$ cat config.mk
export PLATFORM = sky130hd
export DESIGN_NAME = bcd_to_binary_seq
export DESIGN_NICKNAME = d
export VERILOG_FILES = /design/src/rtl/bcd_to_binary_seq.sv
export SDC_FILE = /design/constraint.sdc
export NUM_CORES = 1
export LEC_CHECK = 0
export ABC_CLOCK_PERIOD_IN_PS = 2400
export BUFFER_PORTS_ARGS = -buffer_cell sky130_fd_sc_hd__buf_2
export CORE_UTILIZATION = 30
export DETAILED_ROUTE_END_ITERATION = 10
export GPL_TIMING_DRIVEN = 0
export PLACE_DENSITY_LB_ADDON = 0.05
export SLEW_MARGIN = 40
export SYNTH_ARGS = -nofsm -noshare
export SYNTH_HDL_FRONTEND = slang
export SYNTH_SLANG_ARGS = --single-unit
export TNS_END_PERCENT = 30
$ cat constraint.sdc
create_clock -name clk -period 2.4 [get_ports clk]
set_input_delay 0.36 -clock clk [delete_from_list [all_inputs] [get_ports clk]]
set_output_delay 0.36 -clock clk [all_outputs]
set_load 0.03 [all_outputs]
$ cat src/rtl/bcd_to_binary_seq.sv
// rtl/bcd_to_binary_seq.sv - iterative packed-BCD to binary converter (reverse double-dabble)
module bcd_to_binary_seq #(
  parameter int numberOfDigits = 4,
  parameter int binWidth       = 14
) (
  input  logic                        clk,
  input  logic                        rst,
  input  logic                        ena,
  input  logic [4*numberOfDigits-1:0] bcdIn,
  input  logic                        inValid,
  output logic                        inReady,
  output logic [binWidth-1:0]         binOut,
  output logic                        digitErr,
  output logic                        outValid,
  input  logic                        outReady
);

  localparam int BcdW = 4 * numberOfDigits;
  localparam int CntW = $clog2(binWidth + 1);
  localparam logic [CntW-1:0] LastCount = CntW'(binWidth);

  typedef enum logic [1:0] {IDLE, CONVERT, DONE} state_t;

  state_t               state;
  state_t               state_next;
  logic [BcdW-1:0]      bcd_reg;
  logic [binWidth-1:0]  bin_reg;
  logic [CntW-1:0]      count;
  logic                 accept;
  logic                 digit_bad;
  logic [BcdW-1:0]      shifted_bcd;
  logic [BcdW-1:0]      adj_bcd;
  logic [binWidth-1:0]  shifted_bin;

  assign inReady  = (state == IDLE) && ena;
  assign accept   = inValid && inReady;
  assign outValid = (state == DONE);

  always_comb begin
    digit_bad = 1'b0;
    for (int d = 0; d < numberOfDigits; d++) begin
      if (bcdIn[4*d +: 4] > 4'd9) digit_bad = 1'b1;
    end
  end

  // One reverse-dabble step: shift right, then pull every digit that went >= 8 back by 3.
  always_comb begin
    shifted_bcd = {1'b0, bcd_reg[BcdW-1:1]};
    shifted_bin = {bcd_reg[0], bin_reg[binWidth-1:1]};
    adj_bcd     = shifted_bcd;
    for (int d = 0; d < numberOfDigits; d++) begin
      if (shifted_bcd[4*d +: 4] >= 4'd8) adj_bcd[4*d +: 4] = shifted_bcd[4*d +: 4] - 4'd3;
    end
  end

  always_comb begin
    state_next = state;
    case (state)
      IDLE:    if (accept) state_next = digit_bad ? DONE : CONVERT;
      CONVERT: if (count == LastCount) state_next = DONE;
      DONE:    if (outReady) state_next = IDLE;
      default: state_next = IDLE;
    endcase
  end

  always_ff @(posedge clk) begin
    if (rst) begin
      state    <= IDLE;
      bcd_reg  <= '0;
      bin_reg  <= '0;
      count    <= '0;
      binOut   <= '0;
      digitErr <= 1'b0;
    end else if (ena) begin
      state <= state_next;
      case (state)
        IDLE: begin
          if (accept) begin
            bcd_reg <= bcdIn;
            bin_reg <= '0;
            count   <= '0;
            if (digit_bad) begin
              binOut   <= '0;
              digitErr <= 1'b1;
            end
          end
        end
        CONVERT: begin
          if (count == LastCount) begin
            binOut   <= bin_reg;
            digitErr <= 1'b0;
          end else begin
            bcd_reg <= adj_bcd;
            bin_reg <= shifted_bin;
            count   <= count + 1'b1;
          end
        end
        default: ;
      endcase
    end
  end

endmodule

Word-level counts from Yosys, hierarchy flattened --
Index checks and enable logic that the tools add are counted.
Cells by class: add/subtract/negate cells 4, $lt $le $gt $ge 7, equality and inequality tests 8, mux-type cells 29, reductions and logical operators 7
Operators by type and width (number):
- 14-bit two-way mux | 5
- 14-bit case mux with 2 select lines | 2
- 16-bit two-way mux | 2
- 16-bit case mux with 2 select lines | 1
- 4-bit two-way mux | 5
- 4-bit > comparator (second input constant) | 4
- 4-bit >= comparator (second input constant) | 3
- 4-bit by 2-bit subtractor with 4-bit output (second input constant) | 3
- 2-bit two-way mux | 4
- 2-bit != test (second input constant) | 4
- 4-bit case mux with 2 select lines | 1
- 4-bit AND reduction | 2
- 1-bit two-way mux | 7
- 2-bit case mux with 3 select lines | 1
- 5-bit AND reduction | 1
- 4-bit by 1-bit adder with 4-bit output (second input constant) | 1
- 4-bit equality test (second input constant) | 1
- 2-bit by 1-bit equality test with 1-bit output (second input constant) | 1
- 2-bit equality test (second input constant) | 1
- 1-bit logical AND | 2
- 2-bit logical NOT | 1
- 2-bit by 1-bit != test with 1-bit output (second input constant) | 1
- 1-bit case mux with 2 select lines | 1
- 2-bit nonzero test | 1
Word-level totals: register bits after elaboration 51, bits of input ports 21, output and inout bits 17, logic and storage cells 61

Logic depth before layout (Yosys ltp) --
Gate-level depths: netlist of run 1.
depth after elaboration 8, gate-level depth with buffers 8

Worst setup path after synthesis of run 1 --
No wires, ideal clock.
kind input port to flip-flop, start point input ena, end point register bcd_reg[1], data arrival time 1.624 ns, data required time 2.326 ns, slack 0.701 ns, stages on the path 4, path buffers 0, cell sequence nor3b_1 -> and2_1 -> nand2_1 -> a31oi_1
Between the ends: cells in the longest elaborated chain, start to end 4
Ends and longest elaborated chain:
- start, declared | RTL line 8 | input logic ena,
- 1-bit logical AND | RTL line 35 | assign inReady = (state == IDLE) && ena;
- 1-bit logical AND | RTL line 36 | assign accept = inValid && inReady;
- 2-bit != test (no source line)
- 4-bit AND reduction (no source line) (*)
- end signal, assigned | RTL line 79 | bcd_reg <= bcdIn;
- end signal, assigned | RTL line 93 | bcd_reg <= adj_bcd;
- end, declared | RTL line 26 | logic [BcdW-1:0] bcd_reg;
Every way passes the cells marked *; elsewhere a longest branch is shown, timed or not. A chain may end at the register's enable or synchronous reset.

Worst setup path in the final report of run 1 --
start point register state[0], end point output outValid
Between the ends: cells in the longest elaborated chain, start to end 1
Ends and longest elaborated chain:
- start, declared | RTL line 24 | state_t state;
- start signal, assigned | RTL line 75 | state <= state_next;
- 2-bit equality test | RTL line 37 | assign outValid = (state == DONE);
- end, declared | RTL line 14 | output logic outValid,
No other way between the ends.

==> flow_metrics.tcl, run 1 <==
set metrics [dict create \
    drv_cap 0 \
    cts_tree "built" \
    maxSlewViolCount 0 \
    peakVddDrop_mv 0.202 \
    fp-row-count 32 \
    grt_overflow 0 \
    synthTopCellsByArea "dfxtp_1 (42%), mux2i_1 (8.2%), a22oi_1 (4.9%), nand2_1 (4.5%), ha_1 (4.1%)" \
    h-tree-depth 2 \
    netlist_area_um2 2440 \
    synthSimpleGateAreaFrac_pct 20.1 \
    synth-compound-area-share_pct 16.4 \
    gp_congestion 0.748 \
    p_clk_share_pct 33.3 \
    final_common_cell "dfxtp_1" \
    synth.net_count 306 \
    final_antenna_net_count 0 \
    cts_buffer_depth 2 \
    firstDrtPassIters 4 \
    grt_first_pass_wirelength_mm 10.3 \
    final_cell_mix "dfxtp_1 (51), buf_2 (43), nand2_1 (29)" \
    slowest_stage "clkbuf_1" \
    synthAdderAreaFrac_pct 4.11 \
    outcome "complete, no violations" \
    muxShareOfSynthArea_pct 9.14 \
    p_sw_w 0.000488 \
    ys_types 39 \
    ys_ff_latch 51 \
    drc 0 \
    crit_type "reg -> out" \
    fin_crit_ns 1.85 \
    synth_warnings 0 \
    grt_pass1_vias 1990 \
    cts_hold_buffers 0 \
    crit_chain "clkbuf_1 > nor2b_1 > buf_2" \
    die_h_um 92.1 \
    area_delta_synth_final_pct 17.0 \
    largest_reg_flops 16 \
    synthXorXnorAreaFrac_pct 2.52 \
    p_comb_share_pct 16.0 \
    setup_viol 0 \
    critical_path_required_ns 2.04 \
    worstSetupStartpoint "state[0]" \
    finalCritPeriodShare_pct 77.2 \
    p_sw_share_pct 27.4 \
    holdCritStartpoint "bcdIn[3]" \
    die_area_um2 8480 \
    synth.largest_area_cell "dfxtp_1" \
    tns_ns 0 \
    critPathArrivalTime_ns 1.49 \
    grt_start_max_net_pins 16 \
    rsz0062_at_grt "false" \
    synth_top_family_by_area "simple AND/OR/NAND/NOR gates" \
    ff2ff_path_depth 7 \
    via_per_inst 4.75 \
    clk_latency_ns 0.30 \
    path_clk_slew_ns 0.09 \
    drtIter0Drc 72 \
    worstReg2RegStart "count[0]" \
    synth_top_area_share_pct 41.9 \
    p_leak_nw 1.09 \
    ios 38 \
    die_x_um 92.1 \
    syn_area_per_cell_um2 8.79 \
    drive_above_1_share_pct 16.9 \
    hold_path_class "in -> reg" \
    num_antenna_cells 0 \
    critPathTopFamily "buffers and inverters" \
    p_int_w 0.00129 \
    dp_hpwl_mm 4.35 \
    timing_hold_violations_final 0 \
    avgRoutedWirePerCell_um 14.3 \
    end_kind "primary output" \
    whs_path_depth 3 \
    path_max_fanout 10 \
    cts_resized 0 \
    fin_skew_ns 0.00247 \
    postRouteWirelength_mm 6.05 \
    cts.sinks 51 \
    tightest_slew_ns 0.556 \
    via_count 2006 \
    cts_setup_buffers 0 \
    portBuffers 36 \
    grt.total_usage_pct 15.5 \
    max-slew-margin-rel_pct 63.0 \
    fmax_mhz 540 \
    netlist_instances 277 \
    initial_core_util_pct 31.2 \
    antenna_found_initial 0 \
    critPathBufInv 2 \
    seq_area_frac_synth_pct 41.9 \
    fp.coreArea_um2 7810 \
    cts_root_buf "clkbuf_8" \
    start_kind "flop" \
    worst_path_largest_cell_delay_ns 0.47 \
    power_density_nw_per_um2 625 \
    worst-path-stages 3 \
    nets 349 \
    numCtsBuffers 5 \
    power_w 0.00178 \
    power_frac_seq_pct 50.7 \
]
[layout make-up]
cell class                      instances  area, um^2
Fill cell                             856        4960
Tap cell                              102         128
Clock inverter                          2        37.5
Inverter                                9        33.8
Buffer                                 21         106
Sequential cell                        51        1020
Multi-Input combinational cell        196        1270
Timing Repair Buffer                   36         180
Clock buffer                            5        68.8
[path summary, 6_finish.rpt]
kind	slack [ns]	endpoint
min reg2reg	0.46	binOut[13]
min	0.31	bcd_reg[3]
max	0.55	outValid
max reg2reg	0.56	bcd_reg[10]
[logic make-up after synthesis]
family                     count (synthesis)
DFF                                       51
muxes                                     22
buffers and inverters                     30
AOI/OAI and AO/OA                         59
adders and majority gates                  8
xor gates and xnor gates                   7
and+or+nand+nor                          100
[cell usage after synthesis]
cell      instances
a211oi_1          4
xor2_1            1
buf_4             1
and2_1            3
and2b_1           1
o211ai_1          7
inv_1             9
o21ai_0           5
ha_1              8
nor2b_1           6
o21a_1            3
nand2_1          29
mux2_1            1
nand3_1          11
nand3b_1          8
a21oi_1          14
mux2i_1          20
nor3b_1           1
and3_1            2
a211o_1           3
o311a_1           1
a41oi_1           1
buf_6             2
buf_2             7
dfxtp_1          51
a31oi_1           1
nand4_1           3
or3_1             1
nor3_1            3
o221a_1           1
mux2_2            1
clkbuf_1         11
xnor2_1           6
a22oi_1          16
nor2_1           23
a21o_1            1
o21ai_1           2
nand2b_1          8
or2_1             1
[worst register-to-register path, cell delays in order, from the launching register on]
cell,delay (ns)
dfxtp_1,0.34
inv_1,0.09
ha_1,0.18
nand4_1,0.17
nand3_1,0.28
clkbuf_1,0.46
nand2_1,0.11
a21oi_1,0.15
[per-layer routing]
metal | track usage, % | part of all wire (%)
met5 | 0 | 0
met4 | 3.52 | 0.56
met3 | 2.90 | 2.9
met2 | 25.1 | 44
met1 | 21.4 | 52
[stage by stage]
step / worst slack [ns] / util (%) / instance area [um^2] / hold WS (ns) / cells
final: 0.548 / 36.5 / 2850 / 0.314 / 422
after global routing: 0.380 / 36.5 / 2850 / 0.311 / 422
after CTS: 0.496 / 36.5 / 2850 / 0.297 / 422
after detailed placement: 0.416 / 35.1 / 2740 / 0.448 / 415
after global placement: 0.407 / 35.1 / 2740 / 0.442 / 415
after floorplan: 0.701 / - / 2440 / 0.432 / 277
[power groups by stage]
stage / combinational [W] / clock (W) / sequential (W)
2_1_floorplan: 0.000201 / 0 / 0.000920
3_3_place_gp: 0.000289 / 0 / 0.000924
3_5_place_dp: 0.000289 / 0 / 0.000924
4_1_cts: 0.000290 / 0.000624 / 0.000904
5_1_grt: 0.000319 / 0.000665 / 0.000910
6_report: 0.000285 / 0.000593 / 0.000903
Note: power is estimated with default switching activity, not from simulation.
==> run 2: changes to the inputs <==
--- a/config.mk
+++ b/config.mk
@@ -5,7 +5,7 @@
 export SDC_FILE = /design/constraint.sdc
 export NUM_CORES = 1
 export LEC_CHECK = 0
-export ABC_CLOCK_PERIOD_IN_PS = 2400
+export ABC_CLOCK_PERIOD_IN_PS = 1930
 export BUFFER_PORTS_ARGS = -buffer_cell sky130_fd_sc_hd__buf_2
 export CORE_UTILIZATION = 30
 export DETAILED_ROUTE_END_ITERATION = 10
==> constraint.sdc (replaced) <==
create_clock -name clk -period 1.93 [get_ports clk]
set_input_delay 0.2895 -clock clk [delete_from_list [all_inputs] [get_ports clk]]
set_output_delay 0.2895 -clock clk [all_outputs]
set_load 0.03 [all_outputs]
==> flow_metrics.tcl, run 2 (same netlist as run 1, synthesis figures left out) <==
set metrics [dict create \
    outcome "complete, no violations" \
    dp_hpwl_mm 4.35 \
    via_per_inst 4.77 \
    numCtsBuffers 5 \
    cts_root_buf "clkbuf_8" \
    critical_path_required_ns 1.64 \
    grt_first_pass_wirelength_mm 10.3 \
    cts_setup_buffers 0 \
    rsz0062_at_grt "false" \
    path_max_fanout 10 \
    portBuffers 36 \
    grt.total_usage_pct 15.5 \
    die_h_um 92.1 \
    grt_start_max_net_pins 16 \
    h-tree-depth 2 \
    maxSlewViolCount 0 \
    fmax_mhz 560 \
    initial_core_util_pct 31.2 \
    via_count 2015 \
    antenna_found_initial 0 \
    path_clk_slew_ns 0.09 \
    fillers 855 \
    largest_reg_flops 16 \
    area_delta_synth_final_pct 17.4 \
    die_x_um 92.1 \
    seq_area_um2 1020 \
    nets 349 \
    tightest_slew_ns 0.556 \
    final_area_um2 2860 \
    p_leak_nw 1.09 \
    final_common_cell "dfxtp_1" \
    critPathArrivalTime_ns 1.50 \
    end_kind "primary output" \
    power_density_nw_per_um2 777 \
    crit_type "reg -> out" \
    tns_ns 0 \
    finalCritPeriodShare_pct 92.6 \
    die_area_um2 8480 \
    wl_met3_um 164 \
    fin_skew_ns 0.00326 \
    final_antenna_net_count 0 \
    final_util_pct 36.6 \
    top_layer_used "met4" \
    timing_hold_violations_final 0 \
    drv_cap 0 \
    max-slew-margin-rel_pct 62.9 \
    drtIter0Drc 71 \
    firstDrtPassIters 4 \
    fp.coreArea_um2 7810 \
    peakVddDrop_mv 0.254 \
    start_kind "flop" \
    wl_met1_mm 3.16 \
    cts.sinks 51 \
    fp-row-count 32 \
    postRouteWirelength_mm 6.07 \
    place_area_um2 2740 \
    drc 0 \
    fin_crit_ns 1.79 \
    ios 38 \
    drive_above_1_share_pct 17.5 \
    wl_met2_mm 2.69 \
    num_antenna_cells 0 \
    grt_overflow 0 \
    gp_congestion 0.748 \
    hold_path_class "in -> reg" \
    grt_pass1_vias 1990 \
    clk_latency_ns 0.30 \
    final_cell_mix "dfxtp_1 (51), buf_2 (42), nand2_1 (29)" \
    multi_input_area_um2 1280 \
    setup_viol 0 \
    avgRoutedWirePerCell_um 14.4 \
    cts_tree "built" \
    cts_buffer_depth 2 \
]
==> run 2: critical path: stages, from the launching register on <==
cell and delay [ns]:
dfxtp_1 0.44, clkbuf_1 0.47, nor2b_1 0.09, buf_2 0.19
==> run 2: layout make-up <==
type	instances	area share, %
Clock inverter	2	1.31
Inverter	9	1.18
Buffer	21	3.85
Timing Repair Buffer	36	6.30
Sequential cell	51	35.7
Multi-Input combinational cell	196	44.8
Clock buffer	5	2.41
Tap cell	102	4.46
==> run 2: final timing paths <==
kind | startpoint | to | slack, ns | cells after the start
worst min-delay path | bcdIn[3] | bcd_reg[3] | 0.24 | 3
worst min register to register | binOut[13] | binOut[13] | 0.46 | 2
worst max-delay path | state[0] | outValid | 0.14 | 3
worst max register to register | count[0] | bcd_reg[4] | 0.16 | 8
==> run 2: power by group <==
group / internal, W / total, W / leakage (nW) / switching (W)
registers: 0.00109 / 0.00112 / 0.413 / 0.0000366
clock network: 0.000380 / 0.000742 / 0.0502 / 0.000362
logic: 0.000144 / 0.000357 / 0.630 / 0.000214
==> run 2: routing by layer <==
metal / vias up / global-route usage [%]
met5: - / 0
met1: 933 / 21.4
met4: 0 / 3.52
met3: 7 / 2.90
met2: 29 / 25.1
li1: 1046 / -
==> run 2: stage by stage <==
stage                     instances  hold WS, ns  power, W  setup WS [ns]
after global routing            422        0.241   0.00236         0.0159
after detailed placement        415        0.448   0.00151         0.0168
after CTS                       422        0.227   0.00226         0.0606
after global placement          415        0.442   0.00151        0.00743
final                           422        0.240   0.00222          0.143
after floorplan                 277        0.430   0.00139          0.233
==> run 2: timing repair <==
item                                    CTS  global route
gates resized for setup                   0             4
hold buffers                              0             0
endpoints found under the setup margin    0            11
